===== config.mk =====
export PLATFORM = sky130hd
export DESIGN_NAME = prio_intr_controller
export DESIGN_NICKNAME = d
export VERILOG_FILES = /design/src/rtl/prio_intr_controller.sv
export SDC_FILE = /design/constraint.sdc
export NUM_CORES = 1
export LEC_CHECK = 0
export CAP_MARGIN = 20
export CORE_UTILIZATION = 46
export CTS_BUF_LIST = sky130_fd_sc_hd__clkbuf_2 sky130_fd_sc_hd__clkbuf_4 sky130_fd_sc_hd__clkbuf_8
export CTS_CLUSTER_SIZE = 30
export DETAILED_ROUTE_END_ITERATION = 16
export PLACE_DENSITY = 0.95
export SLEW_MARGIN = 30
export SYNTH_ARGS = -nofsm -noshare
export SYNTH_HDL_FRONTEND = slang
export SYNTH_SLANG_ARGS = --single-unit

===== constraint.sdc =====
create_clock -name I_clk -period 1.9 [get_ports I_clk]
set_input_delay 0.19 -clock I_clk [delete_from_list [all_inputs] [get_ports I_clk]]
set_output_delay 0.19 -clock I_clk [all_outputs]
set_load 0.01 [all_outputs]

===== src/rtl/prio_intr_controller.sv =====
// Fixed-priority interrupt controller: per-source edge/level capture into pending
// bits, lowest-index enabled source dispatched and held until acknowledged.
module prio_intr_controller #(
    parameter int unsigned N_SRC = 8,
    parameter int unsigned VEC_W = 3
) (
    input  logic             I_clk,
    input  logic             I_rst,
    input  logic [N_SRC-1:0] I_intr_rq,
    input  logic [N_SRC-1:0] I_intr_en,
    input  logic [N_SRC-1:0] I_edge_mode,
    input  logic             I_intr_ack,
    output logic             O_intr,
    output logic [VEC_W-1:0] O_intr_vector,
    output logic [N_SRC-1:0] O_pending
);

    typedef enum logic {
        IDLE     = 1'b0,
        WAIT_ACK = 1'b1
    } state_e;

    state_e           state_q, state_d;
    logic             intr_q, intr_d;
    logic [VEC_W-1:0] vector_q, vector_d;
    logic [N_SRC-1:0] pending_q, pending_d;
    logic [N_SRC-1:0] rq_prev_q;

    logic [N_SRC-1:0] set_v;
    logic [N_SRC-1:0] clr_v;
    logic [N_SRC-1:0] cand;
    logic [VEC_W-1:0] winner;
    logic             found;

    // Lowest enabled pending index; only the first hit is taken.
    always_comb begin
        cand   = pending_q & I_intr_en;
        winner = '0;
        found  = 1'b0;
        for (int unsigned i = 0; i < N_SRC; i++) begin
            if (cand[i] && !found) begin
                winner = VEC_W'(i);
                found  = 1'b1;
            end
        end
    end

    always_comb begin
        set_v = I_intr_rq & (~I_edge_mode | ~rq_prev_q);
        clr_v = '0;
        if (state_q == WAIT_ACK && I_intr_ack) begin
            clr_v = {{(N_SRC-1){1'b0}}, 1'b1} << vector_q;
        end
        // A fresh request on the acknowledged source overrides its clear.
        pending_d = (pending_q & ~clr_v) | set_v;
    end

    always_comb begin
        state_d  = state_q;
        intr_d   = intr_q;
        vector_d = vector_q;
        case (state_q)
            IDLE: begin
                if (found) begin
                    state_d  = WAIT_ACK;
                    intr_d   = 1'b1;
                    vector_d = winner;
                end
            end
            WAIT_ACK: begin
                if (I_intr_ack) begin
                    state_d = IDLE;
                    intr_d  = 1'b0;
                end
            end
            default: begin
                state_d = IDLE;
                intr_d  = 1'b0;
            end
        endcase
    end

    always_ff @(posedge I_clk or posedge I_rst) begin
        if (I_rst) begin
            state_q   <= IDLE;
            intr_q    <= 1'b0;
            vector_q  <= '0;
            pending_q <= '0;
            rq_prev_q <= '0;
        end else begin
            state_q   <= state_d;
            intr_q    <= intr_d;
            vector_q  <= vector_d;
            pending_q <= pending_d;
            rq_prev_q <= I_intr_rq;
        end
    end

    assign O_intr        = intr_q;
    assign O_intr_vector = vector_q;
    assign O_pending     = pending_q;

endmodule

**Word level (Yosys, flattened, before mapping)**

Cells that the tools add are included.

- Div/mod/pow operators: 0
- Bitwise gates (word level): 9
- Muxes and demuxes: 22
- Equality and inequality tests: 2
- Multiply operators: 0
- Reduce and logical (&&, ||, !) cells: 17
- Add/sub/neg operators: 0
- Shift-type cells: 1
- $lt $le $gt $ge: 0

Operators by type and width:

| cell | count |
|---|---|
| AND 8 bit | 3 |
| NOT 8 bit | 3 |
| OR 8 bit | 2 |
| 2-to-1 mux 3 bit | 5 |
| 2-to-1 mux 1 bit | 13 |
| logical AND 1 bit | 8 |
| 2-to-1 mux 8 bit | 1 |
| << shifter 1 x 3 -> 8 bit (first input constant) | 1 |
| zero test 1 bit | 7 |
| != test 2 bit (second input constant) | 2 |
| one-hot mux 1 bit (2 select lines) | 2 |
| AND reduction 2 bit | 2 |
| 2-to-1 mux 2 bit | 1 |
| NOT 1 bit | 1 |

- Register bits: 21
- Bits in latches: 0
- Input bits: 27
- Memory bits (writable): 0
- Output and inout port bits: 12
- Memory bits (read-only): 0
- Memories: 0

**Logic depth before layout (Yosys ltp)**

Gate-level depths: netlist of the first run.

- Word-level depth: 25
- Mapped depth: 5
- Mapped depth without buffers: 4

**Worst setup path before layout of the first run**

No wires, ideal clock.

- Path type: reg2reg
- From: register pending_q[1] (netlist: O_pending[1])
- To: register vector_q[0] (netlist: O_intr_vector[0])
- Arrival: 1115 ps
- Cell stages (with the launch flop): 5
- Library setup time: 126 ps
- Period minus slack after synthesis: 1241 ps
- Slack: 659 ps
- Buffers on the path: 0
- Required time: 1774 ps
- Path through: dfrtp_1 a22oi_2 nand4_2 nor2b_4 o32a_1

- Word-level cells in the longest chain between the ends: 22
- Elaborated cells between the ends (all ways): 29
- Those cells by class: mux (14); bitwise (1); reduce/logical (14)

RTL lines:

| element | RTL line | source |
|---|---|---|
| from (decl) | 26 | `logic [N_SRC-1:0] pending_q, pending_d;` |
| from (signal assigned) | 94 | `pending_q <= pending_d;` |
| AND 8 bit (*) | 37 | `cand = pending_q & I_intr_en;` |
| logical AND 1 bit (*) | 41 | `if (cand[i] && !found) begin` |
| 2-to-1 mux 1 bit | 41 |  |
| zero test 1 bit | 41 |  |
| logical AND 1 bit | 41 |  |
| 2-to-1 mux 1 bit | 41 |  |
| zero test 1 bit | 41 |  |
| logical AND 1 bit | 41 |  |
| [... 6 more ...] | -- |  |
| 2-to-1 mux 1 bit | 41 |  |
| zero test 1 bit | 41 |  |
| logical AND 1 bit | 41 |  |
| 2-to-1 mux 1 bit | 41 |  |
| zero test 1 bit | 41 |  |
| logical AND 1 bit | 41 |  |
| 2-to-1 mux 1 bit | 41 |  |
| AND reduction 2 bit (no line) | -- |  |
| to (signal assigned) | 93 | `vector_q <= vector_d;` |
| to (decl) | 25 | `logic [VEC_W-1:0] vector_q, vector_d;` |

Mark *: on every way between the ends. The rest lies on a longest branch, timed or not.
A chain may end at the register's enable or synchronous reset.

**Worst setup path in the final report of the first run**

- From: register vector_q[0] (netlist: O_intr_vector[0])
- To: output O_intr_vector[0]

RTL lines:

| element | RTL line | source |
|---|---|---|
| to (decl) | 14 | `output logic [VEC_W-1:0] O_intr_vector,` |

No word-level cell between the ends.

==> metrics, run 1 <==
Worst Path Buf+Inv 1; R2R depth 4; clock tree buffer depth 2; Pwr Density 745 nW/µm²; number of synthesized flops with an enable pin 0; crit path DAT 1390 ps; GRT Util Overall 0.206; Rel. slew slack 0.788; Syn Inst Count 78; final setup fails 0; number of H-tree levels 1; iteration-0 DRC count of the detailed router 17; Critical R2R Capture O_intr_vector[0]; first-pass GRT wire length 3.11 mm; Avg WL per Cell 13.7 µm; Hold WS 203 ps; RSZ-0062 raised after global routing false; share of post-route cells with drive strength above 1 0.0917; Hold WC Path Type in -> async; leakage 0.543 nW; root buffer cell clkbuf_4; clock latency on the worst-skew pair 300 ps; critical path required time 1710 ps; CP Launch Point O_intr_vector[0]; Final nets 148; Yosys warnings 0; CP cell instances clkdlybuf4s50_1; starting density of the core 0.504; Post-synth ARST share 1.00; skew final 5.34 ps; stages on the worst setup path 1; clk sinks 21; # IOs 39; routed vias/inst 5.25; startpoint types flip-flop; post-synthesis cell area 890 µm²; CP max-delay cell clkdlybuf4s50_1; post-route ant nets 0; # hold bufs at CTS 0; initial antenna violation count 0; worst-path maximum fanout 7; Synth cell types 23; FMAX 0.633 GHz; Die Height 46.0 µm; die area 2110 µm²; Tmin final 1580 ps; post_cts resized 0; status finished clean; post-route setup TNS 0 ps; design area 1330 µm²; CTS Buf Count 3; end point of the critical path O_intr_vector[0]; CP top delay family buffers and inverters; placement row count 15; dpl ws 351 ps; CTS tree yes; ys flop type dfrtp_1; detailed placement HPWL 1.54 mm; Mean Syn Cell Area 11.4 µm²; routed wire length 1.99 mm; Critical Path Max Stage Delay 600 ps; count leader, synth dfrtp_1; Die Width 46.0 µm; ant diodes 0; final setup margin 319 ps; core area 1760 µm²; final max-slew violation count 0; Inst Count DP 141; Post-Layout Cell Count 145; r2r setup slk 530 ps; Post-DP Area 1300 µm²; post-synth top area share 0.591; via count 761; fillcell total 133; Post-CTS Setup Inserts 0; RePlAce Congestion 0.819; Synth area leaders dfrtp_1 59%, nand2_1 7.6%, a22o_1 6.9%; First-pass DRT Iterations 4; Worst setup EP type primary output; port buffer count 38; Peak VDD IR 0.517 mV; WS Path Type reg -> out; sequential share of the synthesized area 0.591; vias in the first global route 767; Tcrit/Tclk final 0.832; Clock transition at path regs 120 ps; net count after synthesis 105; area leader, netlist dfrtp_1; top post-synthesis cells by count 21 x dfrtp_1, 18 x nand2_1, 7 x a22o_1, 5 x a21oi_1, 4 x nor2_1; Final Hold Fails 0; Synth Register Bits 21; MaxCap Viol Count 0; area grow syn2layout 48.9%; largest net degree at the start of global routing 22; DRC errors left 0; Slew @ Worst Pin 317 ps; Overflow after GRT 0; worst r2r src O_pending[1]
-- placed cells by master, fill, tap and decap left out, drive strengths merged --
master         count
a22o               8
clkbuf             3
o32a               1
a32oi              1
inv                1
clkdlybuf4s50     38
and3               1
dfrtp             21
a31oi              1
nor2               5
nand4              1
buf                1
nor2b              3
clkinv             1
o21ba              1
nand3              3
a22oi              4
nand2             18
nand2b             2
a21oi              5
o21a               1
-- cell type report --
type                       instances  area, µm²  area share
tap                               25       31.3      0.0236
timing repair buffer              39        388       0.293
inverter                           1       3.75     0.00283
multi-input combinational         55        349       0.263
clock inverter                     1       5.00     0.00378
sequential                        21        526       0.397
clock buffer                       3       22.5      0.0170
-- per-stage QoR --
stage               utilization  total power, mW
floorplan                     -            0.640
global placement          0.735            0.777
detailed placement        0.735            0.787
CTS                       0.751             1.00
global route              0.751             1.03
finish                    0.751            0.988
-- metal layers --
metal	vias to the layer above	share of wire	global-route usage
met4	0	0.0076	0.0706
met2	22	0.53	0.375
li1	364	-	-
met1	373	0.42	0.242
met3	2	0.048	0.0317
met5	-	0	0
-- report_power, final --
group | internal (mW) | total, mW | leakage [nW] | switching, mW
clock | 0.0783 | 0.208 | 0.0177 | 0.130
sequential | 0.487 | 0.539 | 0.225 | 0.0525
combinational | 0.148 | 0.240 | 0.300 | 0.0917
-- logic make-up (layout without fill, tap and decap cells) --
group	after synthesis	in the layout	share of synthesized area
AND/OR/NAND/NOR	33	33	0.181
AO/OA/AOI/OAI	22	22	0.211
flip-flops	21	21	0.591
buffers and inverters	2	44	0.0169
-- worst min-delay path by stage --
stage | slack (ps) | cells past startpoint | endpoint | startpoint
6_report | 200 | 3 | state_q | I_rst
4_1_cts | 200 | 3 | rq_prev_q[0] | I_rst
2_1_floorplan | 170 | 1 | O_intr | I_rst
3_5_place_dp | 540 | 3 | rq_prev_q[1] | I_rst
5_1_grt | 250 | 3 | state_q | I_rst
3_3_place_gp | 530 | 1 | O_pending[7] | O_pending[7]
-- state kept, by name, summed over array words and instances (netlist names) --
register / flops
O_intr_vector: 3
state_q: 1
rq_prev_q: 8
O_pending: 8
O_intr: 1
Note: power is estimated with default switching activity, not from simulation.
==> inputs of run 2 (changes only) <==
--- a/config.mk
+++ b/config.mk
@@ -6,11 +6,11 @@
 export NUM_CORES = 1
 export LEC_CHECK = 0
 export CAP_MARGIN = 20
-export CORE_UTILIZATION = 46
+export CORE_UTILIZATION = 42
 export CTS_BUF_LIST = sky130_fd_sc_hd__clkbuf_2 sky130_fd_sc_hd__clkbuf_4 sky130_fd_sc_hd__clkbuf_8
 export CTS_CLUSTER_SIZE = 30
 export DETAILED_ROUTE_END_ITERATION = 16
-export PLACE_DENSITY = 0.95
+export PLACE_DENSITY = 0.88
 export SLEW_MARGIN = 30
 export SYNTH_ARGS = -nofsm -noshare
 export SYNTH_HDL_FRONTEND = slang
==> constraint.sdc (replaced) <==
create_clock -name I_clk -period 1.6 [get_ports I_clk]
set_input_delay 0.16 -clock I_clk [delete_from_list [all_inputs] [get_ports I_clk]]
set_output_delay 0.16 -clock I_clk [all_outputs]
set_load 0.01 [all_outputs]
==> run 2 against run 1 <==
Compared with the run above: clock skew up 4.8 ps; final cell count is 1.4% higher; combinational power increased by 19%; critical path type unchanged; critical endpoint is now O_intr_vector[1].
==> metrics, run 2 (synthesized netlist as in run 1, its figures left out) <==
Final nets 148; Final Hold Fails 0; Worst setup EP type primary output; MaxCap Viol Count 0; Slew @ Worst Pin 322 ps; most frequent cells in the layout 38 x clkdlybuf4s50_1, 21 x dfrtp_1, 18 x nand2_1; WS Path Type reg -> out; register area 526 µm²; iteration-0 DRC count of the detailed router 5; post-route ant nets 0; Avg WL per Cell 13.9 µm; clock tree buffer depth 2; routed vias/inst 5.29; die area 2310 µm²; # IOs 39; FMAX 0.654 GHz; Rel. slew slack 0.786; CTS Buf Count 3; CP top delay family buffers and inverters; Post-CTS Setup Inserts 0; commonest non-fill, non-tap cell in the layout clkdlybuf4s50_1; Overflow after GRT 0; largest net degree at the start of global routing 22; Tmin final 1530 ps; CP cell instances clkdlybuf4s50_1; fillcell total 143; detailed placement HPWL 1.63 mm; sw frac 0.282; vias in the first global route 803; Die Height 48.0 µm; CTS tree yes; First-pass DRT Iterations 4; # hold bufs at CTS 0; startpoint types flip-flop; Critical Path Max Stage Delay 580 ps; worst-path maximum fanout 7; port buffer count 38; share of post-route cells with drive strength above 1 0.0917; number of H-tree levels 1; Clock power frac 0.218; status finished clean; Die Width 48.0 µm; core area 1980 µm²; initial antenna violation count 0; clk sinks 21; GRT Util Overall 0.208; Peak VDD IR 0.653 mV; ant diodes 0; RSZ-0062 raised after global routing false; post-route setup TNS 0 ps; Pwr Density 889 nW/µm²; Inst Count DP 143; Hold WS 150 ps; leakage 0.543 nW; RePlAce Congestion 0.759; final max-slew violation count 0; root buffer cell clkbuf_4; final setup fails 0; post_cts resized 0; starting density of the core 0.449; clock latency on the worst-skew pair 310 ps; Psw 332 µW; Multi-input gate area 349 µm²; cell-internal power 848 µW; via count 777; routed wire length 2.04 mm; placement row count 16; Hold WC Path Type in -> async; DRC errors left 0; Tcrit/Tclk final 0.956; crit path DAT 1370 ps; Clock transition at path regs 120 ps; CP max-delay cell clkdlybuf4s50_1; area grow syn2layout 49.2%; Post-Layout Cell Count 147; Worst Path Buf+Inv 1; first-pass GRT wire length 3.25 mm; skew final 10.1 ps; critical path required time 1440 ps; Seq pwr share 0.541; Logic pwr share 0.242
-- run 2: cell counts in the layout (fill, tap and decap cells not counted) --
Identical to the previous run, type by type.
-- run 2: per-stage QoR --
stage,utilization,total power [mW],instance area (µm²),worst slack (ps)
after floorplan,-,0.760,890,359
after global routing,0.670,1.23,1330,17.5
final,0.670,1.18,1330,70.1
after global placement,0.656,0.924,1300,156
after detailed placement,0.656,0.933,1300,104
after CTS,0.670,1.18,1330,69.7
-- run 2: layer usage --
| metal | global-route usage | share of wire |
|---|---|---|
| met1 | 0.253 | 0.42 |
| met2 | 0.370 | 0.53 |
| met3 | 0.0264 | 0.041 |
| met4 | 0.0833 | 0.016 |
| met5 | 0 | 0 |
-- run 2: path summary, 6_finish.rpt --
path                                  start          endpoint  slack (ps)  cells after the start
setup / recovery           O_intr_vector[1]  O_intr_vector[1]          70                      1
hold / removal                        I_rst      rq_prev_q[0]         150                      3
setup reg to reg               O_pending[1]  O_intr_vector[2]         250                      4
hold reg to reg                O_pending[7]      O_pending[7]         550                      1
max in group asynchronous             I_rst      O_pending[7]        1230                      3
min in group I_clk             I_intr_rq[4]      rq_prev_q[4]         300                      1
-- run 2: final cells by class --
| cell class | instances | share of cell area |
|---|---|---|
| Clock inverter | 1 | 0.00377 |
| Clock buffer | 3 | 0.0170 |
| Tap cell | 27 | 0.0254 |
| Inverter | 1 | 0.00283 |
| Timing Repair Buffer | 39 | 0.292 |
| Sequential cell | 21 | 0.396 |
| Multi-Input combinational cell | 55 | 0.263 |
-- run 2: power groups by stage --
stage | sequential [mW] | combinational [mW] | clock, mW
floorplan | 0.649 | 0.111 | 0
detailed placement | 0.648 | 0.285 | 0
global route | 0.646 | 0.309 | 0.271
finish | 0.638 | 0.285 | 0.257
CTS | 0.638 | 0.288 | 0.258
global placement | 0.645 | 0.279 | 0
